<file path="src/rtl/flat_sched_pkg.sv">
// Shared types and lane-mapping helpers for the flattening input scheduler.
package flat_sched_pkg;

  typedef enum logic [1:0] {IDLE, RUN, DONE} glob_state_t;
  typedef enum logic [1:0] {L_IDLE, L_SCAN, L_HOLD, L_FIN} lane_state_t;

  function automatic int lane_of(input int img, input int num_inputs);
    return img % num_inputs;
  endfunction

  // Low lanes get the ceiling share, the rest the floor; lanes past the image count get none.
  function automatic int images_on_lane(input int lane, input int num_images, input int num_inputs);
    if (lane >= num_images) return 0;
    return (num_images - lane + num_inputs - 1) / num_inputs;
  endfunction

endpackage

</file>
<file path="src/rtl/flat_lane_arbiter.sv">
// One shared lane: round-robin grant among its images, pixel capture, fixed-length hold.
//   state  | meaning
//   L_IDLE | no frame active
//   L_SCAN | looking for a requesting image still short of ImageSize pixels
//   L_HOLD | presenting the captured pixel for CyclesPerPixel cycles
//   L_FIN  | every image on this lane complete; waiting for global IDLE
module flat_lane_arbiter
  import flat_sched_pkg::*;
#(
  parameter int BitSize        = 2,
  parameter int ImageSize      = 9,
  parameter int CyclesPerPixel = 4,
  parameter int Slots          = 2,
  parameter int NumImg         = 2
) (
  input  logic                           clk,
  input  logic                           res_n,
  input  logic                           run_entry,
  input  logic                           glob_idle,
  input  logic [Slots-1:0]               valid,
  input  logic [Slots-1:0][BitSize-1:0]  data,
  output logic [Slots-1:0]               ready,
  output logic [Slots-1:0]               hold_valid,
  output logic [BitSize-1:0]             hold_data,
  output logic                           fin
);

  localparam int CW = $clog2(ImageSize + 1);
  localparam int HW = $clog2(CyclesPerPixel + 1);
  localparam int PW = (Slots > 1) ? $clog2(Slots) : 1;

  lane_state_t              state, state_nxt;
  logic [PW-1:0]            ptr, sel, gidx, idx;
  logic [PW:0]              sum;
  logic [Slots-1:0][CW-1:0] cnt;
  logic [HW-1:0]            hold_cnt;
  logic [BitSize-1:0]       lane_reg;
  logic [Slots-1:0]         img_done, cand;
  logic                     found, all_done, grant;

  // Slots beyond NumImg are padding and count as already complete.
  always_comb begin
    img_done = '0;
    cand     = '0;
    for (int k = 0; k < Slots; k++) begin
      img_done[k] = (k >= NumImg) || (cnt[k] == CW'(ImageSize));
      cand[k]     = valid[k] && !img_done[k];
    end
  end

  assign all_done = &img_done;

  always_comb begin
    found = 1'b0;
    gidx  = '0;
    sum   = '0;
    idx   = '0;
    for (int j = 0; j < Slots; j++) begin
      sum = {1'b0, ptr} + (PW+1)'(j);
      if (sum >= (PW+1)'(Slots)) sum = sum - (PW+1)'(Slots);
      idx = sum[PW-1:0];
      if (!found && cand[idx]) begin
        found = 1'b1;
        gidx  = idx;
      end
    end
  end

  assign grant = (state == L_SCAN) && !all_done && found;

  always_comb begin
    state_nxt = state;
    unique case (state)
      L_IDLE: if (run_entry) state_nxt = L_SCAN;
      L_SCAN: begin
        if (all_done)   state_nxt = L_FIN;
        else if (found) state_nxt = L_HOLD;
      end
      L_HOLD: if (hold_cnt == '0) state_nxt = L_SCAN;
      L_FIN: begin
        if (run_entry)      state_nxt = L_SCAN;
        else if (glob_idle) state_nxt = L_IDLE;
      end
      default: state_nxt = L_IDLE;
    endcase
  end

  always_ff @(posedge clk or negedge res_n) begin
    if (!res_n) begin
      state    <= L_IDLE;
      ptr      <= '0;
      sel      <= '0;
      cnt      <= '0;
      hold_cnt <= '0;
      lane_reg <= '0;
    end else begin
      state <= state_nxt;
      if (run_entry) begin
        ptr <= '0;
        cnt <= '0;
      end else if (grant) begin
        cnt[gidx] <= cnt[gidx] + 1'b1;
        ptr       <= (gidx == PW'(Slots - 1)) ? '0 : gidx + 1'b1;
        sel       <= gidx;
        lane_reg  <= data[gidx];
        hold_cnt  <= HW'(CyclesPerPixel - 1);
      end else if (state == L_HOLD && hold_cnt != '0) begin
        hold_cnt <= hold_cnt - 1'b1;
      end
    end
  end

  always_comb begin
    ready      = '0;
    hold_valid = '0;
    if (grant)            ready[gidx]     = 1'b1;
    if (state == L_HOLD)  hold_valid[sel] = 1'b1;
  end

  assign hold_data = (state == L_HOLD) ? lane_reg : '0;
  assign fin       = (state == L_FIN);

endmodule

</file>
<file path="src/rtl/flatten_input_scheduler.sv">
// Time-multiplexes per-image pixel sources onto the shared flattening lanes.
//   state | meaning
//   IDLE  | waiting for start
//   RUN   | lanes arbitrating; frame in progress
//   DONE  | one-cycle completion pulse
module flatten_input_scheduler
  import flat_sched_pkg::*;
#(
  parameter int BitSize        = 2,
  parameter int ImageSize      = 9,
  parameter int NumOfImages    = 4,
  parameter int NumOfInputs    = 2,
  parameter int CyclesPerPixel = 4
) (
  input  logic                                 clk,
  input  logic                                 res_n,
  input  logic                                 start,
  input  logic [NumOfImages-1:0]               src_valid,
  input  logic [NumOfImages-1:0][BitSize-1:0]  src_data,
  output logic [NumOfImages-1:0]               src_ready,
  output logic [NumOfImages-1:0]               fl_valid,
  output logic [NumOfInputs-1:0][BitSize-1:0]  fl_data,
  output logic                                 busy,
  output logic                                 done
);

  localparam int MaxImg = images_on_lane(0, NumOfImages, NumOfInputs);
  localparam int Slots  = (MaxImg > 0) ? MaxImg : 1;

  glob_state_t state, state_nxt;
  logic        run_entry, glob_idle;
  logic [NumOfInputs-1:0]                          lane_fin;
  logic [NumOfInputs-1:0][Slots-1:0]               lane_valid, lane_ready, lane_hold;
  logic [NumOfInputs-1:0][Slots-1:0][BitSize-1:0]  lane_data;

  assign glob_idle = (state == IDLE);
  assign run_entry = glob_idle && start;
  assign busy      = (state == RUN);
  assign done      = (state == DONE);

  always_comb begin
    state_nxt = state;
    unique case (state)
      IDLE:    if (start) state_nxt = RUN;
      RUN:     if (&lane_fin) state_nxt = DONE;
      DONE:    state_nxt = IDLE;
      default: state_nxt = IDLE;
    endcase
  end

  always_ff @(posedge clk or negedge res_n) begin
    if (!res_n) state <= IDLE;
    else        state <= state_nxt;
  end

  // Local slot k of lane l carries image l + k*NumOfInputs.
  for (genvar l = 0; l < NumOfInputs; l++) begin : g_lane
    for (genvar k = 0; k < Slots; k++) begin : g_slot
      if (l + k * NumOfInputs < NumOfImages) begin : g_map
        assign lane_valid[l][k] = src_valid[l + k * NumOfInputs];
        assign lane_data[l][k]  = src_data[l + k * NumOfInputs];
      end else begin : g_pad
        assign lane_valid[l][k] = 1'b0;
        assign lane_data[l][k]  = '0;
      end
    end

    flat_lane_arbiter #(
      .BitSize        (BitSize),
      .ImageSize      (ImageSize),
      .CyclesPerPixel (CyclesPerPixel),
      .Slots          (Slots),
      .NumImg         (images_on_lane(l, NumOfImages, NumOfInputs))
    ) u_lane (
      .clk        (clk),
      .res_n      (res_n),
      .run_entry  (run_entry),
      .glob_idle  (glob_idle),
      .valid      (lane_valid[l]),
      .data       (lane_data[l]),
      .ready      (lane_ready[l]),
      .hold_valid (lane_hold[l]),
      .hold_data  (fl_data[NumOfInputs-1-l]),
      .fin        (lane_fin[l])
    );
  end

  for (genvar i = 0; i < NumOfImages; i++) begin : g_img
    assign src_ready[i]               = lane_ready[lane_of(i, NumOfInputs)][i / NumOfInputs];
    assign fl_valid[NumOfImages-1-i]  = lane_hold[lane_of(i, NumOfInputs)][i / NumOfInputs];
  end

endmodule

</file>
<file path="config.mk">
export PLATFORM = sky130hd
export DESIGN_NAME = flatten_input_scheduler
export DESIGN_NICKNAME = d
export VERILOG_FILES = /design/src/rtl/flat_sched_pkg.sv /design/src/rtl/flat_lane_arbiter.sv /design/src/rtl/flatten_input_scheduler.sv
export SDC_FILE = /design/constraint.sdc
export NUM_CORES = 1
export LEC_CHECK = 0
export ABC_AREA = 0
export BUFFER_PORTS_ARGS = -buffer_cell sky130_fd_sc_hd__buf_2
export CORE_ASPECT_RATIO = 1.5
export CORE_UTILIZATION = 52
export CTS_CLUSTER_SIZE = 16
export DETAILED_ROUTE_END_ITERATION = 16
export PLACE_DENSITY = 0.76
export SYNTH_ARGS = -nofsm -noshare
export SYNTH_HDL_FRONTEND = slang
export SYNTH_SLANG_ARGS = --single-unit
</file>
<file path="constraint.sdc">
create_clock -name clk -period 2.41 [get_ports clk]
set_clock_uncertainty 0.2 [all_clocks]
set_input_delay 0.482 -clock clk [delete_from_list [all_inputs] [get_ports clk]]
set_output_delay 0.482 -clock clk [all_outputs]
set_load 0.005 [all_outputs]
</file>
==> run_results.csv <==
group,metric,value,unit
run_status,outcome,"finished, final reports clean",
worst_setup_path,cp-startpoint,"g_lane[1].u_lane.cnt[3]",
synth,synthMuxAreaShare,6.909,%
placed_design,port_buffers,28,
timing,relSlewSlack,61.51,%
global_route,grt_usage,23.16,%
synth,synthAdderAreaFrac,3.513,%
worst_setup_path,worstPathArrival,1.65,ns
synth,synth_xor_xnor_area_share,2.049,%
detailed_routing,antenna_left,0,
synth,synth-compound-area-share,15.28,%
finish,drive_above_1_share,24.71,%
finish,layout_commonest_cell,"dfrtp_1",
finish,seq_area,900.9,sq um
power_and_ir_drop,power,2624,uW
power_and_ir_drop,cell_internal_pwr,1638,uW
power_and_ir_drop,ir_worst_vdd,0.6767,mV
synth,synth_nets,240,
finish,nFillCells,341,
worst_setup_path,crit_fanout,8,
synth,synth-seq-cells,36,
finish,area_growth,17.74,%
synth,synthFlopType,"dfrtp_1",
finish,final_core_util,64.13,%
detailed_routing,wire_per_inst,14.61,um
worst_setup_path,end_kind,"primary output",
synth,yosys.area_share.simple,27.05,%
floorplanning,row_count,28,
flow_run,maxCapViolCount,0,
finish,multiInputGateArea,1195,sq um
synth,yosysUniqueCellTypes,49,
timing,finalSetupTns,0,ns
power_and_ir_drop,powerDensity,1043,nW/um^2
finish,largest_reg_flops,16,
detailed_routing,first_iter_violations,51,
power_and_ir_drop,leakage,0.001186,uW
detailed_routing,vias,1815,
clock_network,cts_tree,"done",
power_and_ir_drop,seq_power_share,39.9,%
synth,yosysWarnings,0,
global_route,antenna_found_initial,0,
power_and_ir_drop,swShare,37.59,%
global_route,grt_max_degree,37,
floorplanning,die_w,54.35,um
global_route,grt_pass1_vias,1705,
worst_setup_path,reg2reg_depth,8,
synth,yosys.area.top_type,"dfrtp_1",
timing,grt_setup_unrepaired,"true",
power_and_ir_drop,p_clk_share,17.6,%
finish,reg.largest.list,"g_lane.u_lane.cnt: 16 flops, g_lane.u_lane.hold_cnt: 6 flops",
detailed_routing,drcViolationCount,0,
power_and_ir_drop,switchingPower,986.4,uW
placed_design,gp_congestion,0.7964,
worst_setup_path,path_class,"flop to primary output",
hold_path,min_path_type,"input port to async pin",
timing,finalMaxSlewViolations,0,
detailed_routing,firstDrtPassIters,4,
detailed_routing,routed_via_density,5.970,
timing,period_share,96.58,%
synth,netlist_area,2137,sq um
worst_setup_path,cp-start-kind,"flop",
synth,yosysSeqAreaShare,42.15,%
finish,nets,280,
clock_network,cts.htree.levels,2,
synth,synth-edff-count,0,
clock_network,clockBufferDepth,2,
synth,synth_top_family_by_area,"simple AND/OR/NAND/NOR gates",
finish,regMostFlops,"g_lane.u_lane.cnt",
floorplanning,pin_count,29,
clock_network,cts_buffers,5,
worst_setup_path,cpMaxStageDelayCell,"dfrtp_1",
global_route,grt_pass1_wl,7376,um
clock_network,clock_sinks,36,
placed_design,dpl.hpwl,3109,um
clock_network,clock_latency,0.29,ns
finish,n_antenna_cell,0,
timing,setup_viol,0,
worst_setup_path,rr_endpoint,"g_lane[1].u_lane.cnt[6]",
timing,period_needed,2.327,ns
timing,final_hold_viol_count,0,
floorplanning,design.core.area,3924,sq um
power_and_ir_drop,p_comb_share,42.5,%
synth,synth.top_cell.area_share,42.15,%
worst_setup_path,cp_slowest_stage_delay,0.41,ns
worst_setup_path,required,1.73,ns
floorplanning,die-area,4376,sq um
synth,syn_inst,219,
worst_setup_path,crit_path_cell_trace,"and4bb_2, o311ai_4, buf_4, nor2_1, buf_2",
detailed_routing,totalWireLength,4440,um
clock_network,path_clk_slew,0.07,ns
floorplanning,die_h,80.52,um
worst_setup_path,reg2reg_slack,0.11,ns
timing,fmax,429.6,MHz
floorplanning,initial_core_util,54.46,%
clock_network,root_buffer,"clkbuf_8",
timing,hold_slack,0.02138,ns
synth,synthTopCellsByArea,"dfrtp_1 42%, mux2i_1 3.7%, ha_1 3.5%",
finish,final_cell_mix,"36 x dfrtp_1, 28 x buf_2, 16 x nor2_1, 13 x nand2_1, 12 x buf_4",
worst_setup_path,r2r_start,"g_lane[1].u_lane.cnt[1]",
global_route,grt-ovfl-total,0,
synth,async_flop_share,100.0,%
timing,tightest_slew,0.5735,ns
synth,postSynthAreaPerCell,9.758,sq um
## per-layer routing
| metal | global-route usage, % | wire [um] |
|---|---|---|
| met2 | 38.54 | 2256 |
| met3 | 5.303 | 159 |
| met1 | 26.58 | 1931 |
| met4 | 11.54 | 93 |
| met5 | 0 | 0 |
## power groups by stage
stage	Clock [uW]	Combinational (uW)	Sequential [uW]
detailed placement	0	1100	1050
CTS	478	1110	1040
floorplan	0	860	974
finish	461	1120	1050
global placement	0	1070	1040
global route	498	1270	1080
## layout make-up
cell class                 instances  share of cell area [%]
clock buffer                       7                   3.829
inverter                          10                   1.492
multi-input combinational        166                   47.49
sequential                        36                   35.80
tap                               45                   2.238
timing repair buffer              40                   9.150
## worst max-delay path: cells and delay by family (launching register included)
kind | cells | cell delay [ns]
flip-flops | 1 | 0.41
AO/OA/AOI/OAI | 1 | 0.28
AND/OR/NAND/NOR | 2 | 0.32
buffers and inverters | 2 | 0.35
## worst max path at each step
stage	slack (ns)	end
after global placement	-0.002	g_lane[1].u_lane.cnt[6]
after global routing	-0.01	g_lane[1].u_lane.cnt[6]
final	0.08	src_ready[3]
after detailed placement	-0.07	g_lane[1].u_lane.cnt[6]
after floorplan	0.10	g_lane[1].u_lane.cnt[6]
after CTS	0.04	src_ready[1]
## cells in the mapped netlist, types with 2 or more instances
master / instances
a221o_1: 2
clkbuf_1: 6
xnor2_1: 3
inv_1: 10
o311ai_0: 2
a21oi_1: 11
mux2i_1: 8
xor2_1: 2
and3_1: 4
mux2_2: 6
or4_1: 4
ha_1: 6
or3_1: 4
nand2_1: 13
a22o_1: 2
o21ai_0: 9
nand3_1: 11
nor2_1: 16
nand4bb_1: 3
a22oi_1: 4
dfrtp_1: 36
nand4_1: 5
o21ba_2: 2
and2_1: 9
nor2b_1: 6
o31ai_1: 3
nand2b_1: 10
## logic make-up (layout without fill, tap and decap cells)
family          after synthesis  count (layout)
simple gates                 95              95
compound gates               46              46
fa+ha+maj                     6               6
mux                          14              14
buf+inv                      17              57
flops                        36              36
xor+xnor                      5               5
## per-stage QoR
step	setup WS, ns	instance area, sq um	std cells
after detailed placement	-0.07108	2374	294
final	0.08251	2516	304
after global routing	-0.01342	2516	304
after floorplan	0.1046	2137	219
after CTS	0.03757	2477	301
after global placement	-0.002268	2374	294
## repair_timing
item | CTS | global route
setup endpoints to repair | 2 | 4
setup buffers | 0 | 3
pin swaps | 1 | 2
gates resized for setup | 1 | 3
hold buffers | 0 | 0
Power figures use the tool's default switching activity.
